**src/rtl/clock_domain_exporter.sv**
```systemverilog
// Source side of a req/ack toggle CDC: holds a word on cd_e_data, toggles cd_e_req, waits for ack.
// Define CLOCK_DOMAIN_EXPORTER_SKID_EN to add a one-entry holding register accepted during WAIT.
module clock_domain_exporter #(
    parameter int unsigned pBits = 8
) (
    input  logic             clk,
    input  logic             rst,
    output logic             cd_e_req,
    output logic [pBits-1:0] cd_e_data,
    input  logic             cd_i_ack,
    input  logic             stb,
    input  logic [pBits-1:0] data,
    output logic             ready,
    output logic             overrun
);

    typedef enum logic [1:0] {StResync, StIdle, StWait} state_e;

    state_e           state_q, state_d;
    logic [1:0]       cnt_q, cnt_d;
    logic [1:0]       ack_ff;
    logic             ack_sync;
    logic             req_q, req_d;
    logic [pBits-1:0] data_q, data_d;
    logic             overrun_q, overrun_d;
`ifdef CLOCK_DOMAIN_EXPORTER_SKID_EN
    logic             hold_v_q, hold_v_d;
    logic [pBits-1:0] hold_q, hold_d;
`endif

    assign ack_sync  = ack_ff[0];
    assign cd_e_req  = req_q;
    assign cd_e_data = data_q;
    assign overrun   = overrun_q;

    always_comb begin
        state_d = state_q;
        cnt_d   = cnt_q;
        req_d   = req_q;
        data_d  = data_q;
        ready   = 1'b0;
`ifdef CLOCK_DOMAIN_EXPORTER_SKID_EN
        hold_v_d = hold_v_q;
        hold_d   = hold_q;
`endif
        unique case (state_q)
            StResync: begin
                // Adopt whatever parity the far end currently acknowledges.
                req_d = ack_sync;
                cnt_d = cnt_q + 2'd1;
`ifdef CLOCK_DOMAIN_EXPORTER_SKID_EN
                hold_v_d = 1'b0;
`endif
                if (cnt_q == 2'd2) state_d = StIdle;
            end
            StIdle: begin
                ready = 1'b1;
                if (stb) begin
                    data_d  = data;
                    req_d   = ~req_q;
                    state_d = StWait;
                end
            end
            StWait: begin
`ifdef CLOCK_DOMAIN_EXPORTER_SKID_EN
                ready = ~hold_v_q;
                if (ack_sync == req_q) begin
                    if (hold_v_q) begin
                        data_d   = hold_q;
                        req_d    = ~req_q;
                        hold_v_d = 1'b0;
                    end else if (stb) begin
                        data_d = data;
                        req_d  = ~req_q;
                    end else begin
                        state_d = StIdle;
                    end
                end else if (stb && !hold_v_q) begin
                    hold_v_d = 1'b1;
                    hold_d   = data;
                end
`else
                if (ack_sync == req_q) state_d = StIdle;
`endif
            end
            default: state_d = StResync;
        endcase
        overrun_d = stb & ~ready;
    end

    always_ff @(posedge clk) begin
        if (!rst) begin
            state_q   <= StResync;
            cnt_q     <= 2'd0;
            ack_ff    <= 2'b00;
            req_q     <= 1'b0;
            data_q    <= '0;
            overrun_q <= 1'b0;
`ifdef CLOCK_DOMAIN_EXPORTER_SKID_EN
            hold_v_q  <= 1'b0;
            hold_q    <= '0;
`endif
        end else begin
            state_q   <= state_d;
            cnt_q     <= cnt_d;
            ack_ff    <= {cd_i_ack, ack_ff[1]};
            req_q     <= req_d;
            data_q    <= data_d;
            overrun_q <= overrun_d;
`ifdef CLOCK_DOMAIN_EXPORTER_SKID_EN
            hold_v_q  <= hold_v_d;
            hold_q    <= hold_d;
`endif
        end
    end

endmodule

```
**config.mk**
```make
export PLATFORM = sky130hd
export DESIGN_NAME = clock_domain_exporter
export DESIGN_NICKNAME = d
export VERILOG_FILES = /design/src/rtl/clock_domain_exporter.sv
export SDC_FILE = /design/constraint.sdc
export NUM_CORES = 1
export LEC_CHECK = 0
export ABC_AREA = 1
export CAP_MARGIN = 40
export CELL_PAD_IN_SITES_DETAIL_PLACEMENT = 1
export CELL_PAD_IN_SITES_GLOBAL_PLACEMENT = 1
export CORE_AREA = 5 5 54 56
export DETAILED_ROUTE_END_ITERATION = 7
export DIE_AREA = 0 0 59 61
export PLACE_DENSITY_LB_ADDON = 0.1
export RECOVER_POWER = 100
export SLEW_MARGIN = 20
export SYNTH_ARGS = -nofsm -noshare
export SYNTH_HDL_FRONTEND = slang
export SYNTH_SLANG_ARGS = --single-unit
```
**constraint.sdc**
```tcl
create_clock -name clk -period 2.3 [get_ports clk]
set_input_delay 0.46 -clock clk [delete_from_list [all_inputs] [get_ports clk]]
set_output_delay 0.46 -clock clk [all_outputs]
set_load 0.05 [all_outputs]
```
# After elaboration in Yosys (flattened, before gate mapping)
# Index checks and enable logic that the tools add are counted.
# op_classes
addsub,1
eq_ne,7
n_mux,7
bitwise,3
reduce_logical,5
# ops
operator,count
$mux W2,3
$ne A2 B2 Y1 const B,3
$pmux W2 S3,1
$eq A2 B2 Y1 const B,2
$reduce_and A2 Y1,2
$reduce_and A3 Y1,1
$add A2 B1 Y2 const B,1
$eq A2 B1 Y1 const B,1
$logic_not A2 Y1,1
$mux W1,2
$not A1 Y1,2
$pmux W1 S2,1
$reduce_bool A2 Y1,1
$and A1 B1 Y1,1
$eq A1 B1 Y1,1
# totals
regBits,16
in_bits,12
out_inout_bits,11
wordCells,29

# Longest topological paths before layout
# depth
depth_word,4
depth_mapped,7
mapped_depth_nobuf,7

# Worst setup path after synthesis
# No wires, ideal clock.
# synth_path
path_kind,flip-flop to flip-flop
startpoint,"register req_q, in the netlist cd_e_req"
endpoint,register state_q[0]
setup_ns,0.111
t_arrival_ns,1.041
t_required_ns,2.189
path_slack_ns,1.148
stages_incl_launch_ff,6
n_path_buf,0
synth_period_minus_slack_ns,1.152
cell_sequence,dfxtp_1 inv_1 nand2_1 nand4_1 nand2_1 nor2_1
# synth_via
elab_chain_cells,3
# synth_lines
item,line,rtl
start: declaration,23,"logic req_q, req_d;"
start signal: assignment,107,req_q <= req_d;
$eq A1 B1 Y1,83,if (ack_sync == req_q) state_d = StIdle;
$ne A2 B2 Y1 (no line),--,
$reduce_and A3 Y1 (no line),--,
end signal: assignment,93,state_q <= StResync;
end signal: assignment,104,state_q <= state_d;
end: declaration,19,"state_e state_q, state_d;"
# No other way between the ends.
# A chain may end at the register's enable or synchronous reset.

# Final worst setup path
# layout_path
startpoint,register state_q[0]
endpoint,output ready
# layout_via
elab_chain_cells,2
# layout_lines
item,line,rtl
$eq A2 B1 Y1,46,unique case (state_q)
$mux W1,46,
end: declaration,13,"output logic ready,"
# No other way between the ends.

==> out/results.txt <==
outcome: finished, final reports clean
Netlist cell types: 21
core area: 2390 um2
RD Place Congestion: 0.739
Pwr Density: 947 nW/um2
die width: 59 um
Fin. Hold Viols: 0
Setup TNS: 0 ps
Rows: 18
vias in the first global route: 636
vias per cell: 4.51
largest family of logic cells by synthesized area: simple AND/OR/NAND/NOR gates
residual overflow from global routing: 0
worst reg-to-reg setup slack: 920 ps
Yosys reg bits: 16
mux share of post-synthesis cell area: 0
worst reg2reg path depth: 3
Synth area leaders: dfxtp_1 (42%), nand3_2 (10%), a21oi_2 (10%), nand2_2 (7.3%), nand2_1 (4.9%)
Ys Warns: 0
Post-CTS Resized: 0
post-synthesis compound-gate area fraction: 0.122
Skew-Pair Late Insertion Delay: 280 ps
Worst Setup End Kind: output port
CTS sink count: 16
Die Ht: 61 um
Ports: 23
most frequent cells in the layout: dfxtp_1 (16), dlygate4sd3_1 (12), nand2_1 (10)
worst hold path class: register to register
Post-CTS Hold Buffers: 0
DP Area: 1000 um2
VDD IR max: 0.000416 V
cell area after layout: 998 um2
syn_nets: 96
iteration-0 DRC count of the detailed router: 1
Finish-stage setup viols: 0
CTS Buf Count: 3
n_diodes: 0
Worst-path clk slew: 90 ps
area delta synth->final: 29.8%
CTS tree: built
crit path capture: ready
Port Buf Inserts: 22
CP Data Arrival Time: 1530 ps
FF-to-FF End: cd_e_data[6]$_SDFFE_PN0P_
cell count after synthesis: 83
synthesized area: 769 um2
fin crit share: 0.866
unrepaired setup endpoints after global routing: no
number of nets in the layout: 121
syn_area_per_cell: 9.27 um2
drt wl/cell: 11.7 um
Post-CTS Setup Inserts: 0
routed wire length: 1610 um
fmax: 502 MHz
Hold Path Origin: ack_ff[1]$_SDFF_PN0_
layout cells sized above 1: 0.271
Tot GR Track Use: 0.102
Synth area leader: dfxtp_1
Initial Util: 0.322
H-tree levels: 1
post-synthesis xor/xnor area fraction: 0.0114
CP Class: register to output port
drt first pass iters: 4
# DRC: 0
max-slew violations: 0
initial antenna violation count: 0
RR Startpoint: state_q[0]$_SDFFE_PN0P_
Post-DRT Antenna Nets: 0
simple-gate share of the synthesized area: 0.338
part of the Yosys area used for sequential elements: 0.416
Layout Skew: 5.44 ps
minimum clock period: 1990 ps
Clock Tree Buf Depth: 2
Tightest Pin Transition: 595 ps
clock root cell: clkbuf_4
most common cell after layout, fill and taps aside: dfxtp_1
post-layout util: 0.418
Max FO, Critical Path: 10
first-pass GRT wire length: 2790 um
CP Launch Type: register
Fill cells: 302
CP required: 1840 ps
# Max-Cap Violations: 0
full die area: 3600 um2
relative max-transition margin: 0.605
Pleak: 0.406 nW
Critical Path Start: state_q[0]$_SDFFE_PN0P_
hold_ws: 419 ps
adder-cell share of the synthesized area: 0.0163
Synth top area share: 0.416
HPWL after DPL: 1300 um
total number of vias: 618
largest net degree at the start of global routing: 12
-- cell usage after synthesis (all sizes together) --
cell and n:
nor2 5, xor2 1, a21oi 10, nand3 12
ha 1, nand2 20, o21ai 2, buf 3
nor3 1, nand4 1, inv 11, dfxtp 16
-- flip-flops by register name (all words and copies together), names as in the netlist --
| register | cells |
|---|---|
| cd_e_data | 8 |
| state_q | 2 |
| ack_ff | 2 |
| cnt_q | 2 |
| cd_e_req | 1 |
| overrun | 1 |
-- power by group --
part	switching, W	leakage, nW	internal (W)	total (W)
registers	0.0000412	0.131	0.000327	0.000368
logic	0.000265	0.254	0.000130	0.000395
clock network	0.0000863	0.0210	0.0000962	0.000182
total	0.000393	0.406	0.000553	0.000946
-- worst min path at each step --
stage	to	cells after the start
2_1_floorplan	ack_ff[0]$_SDFF_PN0_	2
3_5_place_dp	ack_ff[0]$_SDFF_PN0_	2
6_report	ack_ff[0]$_SDFF_PN0_	2
5_1_grt	ack_ff[0]$_SDFF_PN0_	2
3_3_place_gp	ack_ff[0]$_SDFF_PN0_	2
4_1_cts	ack_ff[0]$_SDFF_PN0_	2
-- layer usage --
metal	share of wire	global-route usage
met1	0.49	0.137
met2	0.46	0.166
met3	0.044	0.0213
met4	0.011	0.0291
met5	0	0
-- logic make-up (layout without fill, tap and decap cells) --
logic type               Yosys count  in the layout
buffers and inverters             14             38
AND/OR/NAND/NOR                   39             39
AO/OA/AOI/OAI                     12             12
XOR/XNOR                           1              1
flip-flops                        16             16
adder cells (fa/ha/maj)            1              1
-- stage by stage --
stage	cells	total power (W)	worst slack, ps
final	137	0.000946	307
after global routing	137	0.00102	209
after CTS	137	0.000998	358
after detailed placement	133	0.000812	559
after global placement	133	0.000803	585
after floorplan	83	0.000704	1150
-- critical path, cell delays in order, from the launching register on --
cell	delay, ps
dfxtp_1	530
nand2_4	110
inv_6	130
clkbuf_1	480
-- final cells by class --
type                            count  area, um2  share of cell area
Sequential cell                    16        320               0.321
Timing Repair Buffer               23        221               0.222
Inverter                           11       46.3              0.0464
Tap cell                           30       37.5              0.0376
Multi-Input combinational cell     53        337               0.337
Clock buffer                        4       36.3              0.0363
No activity file was read; power rests on OpenSTA's default activity.
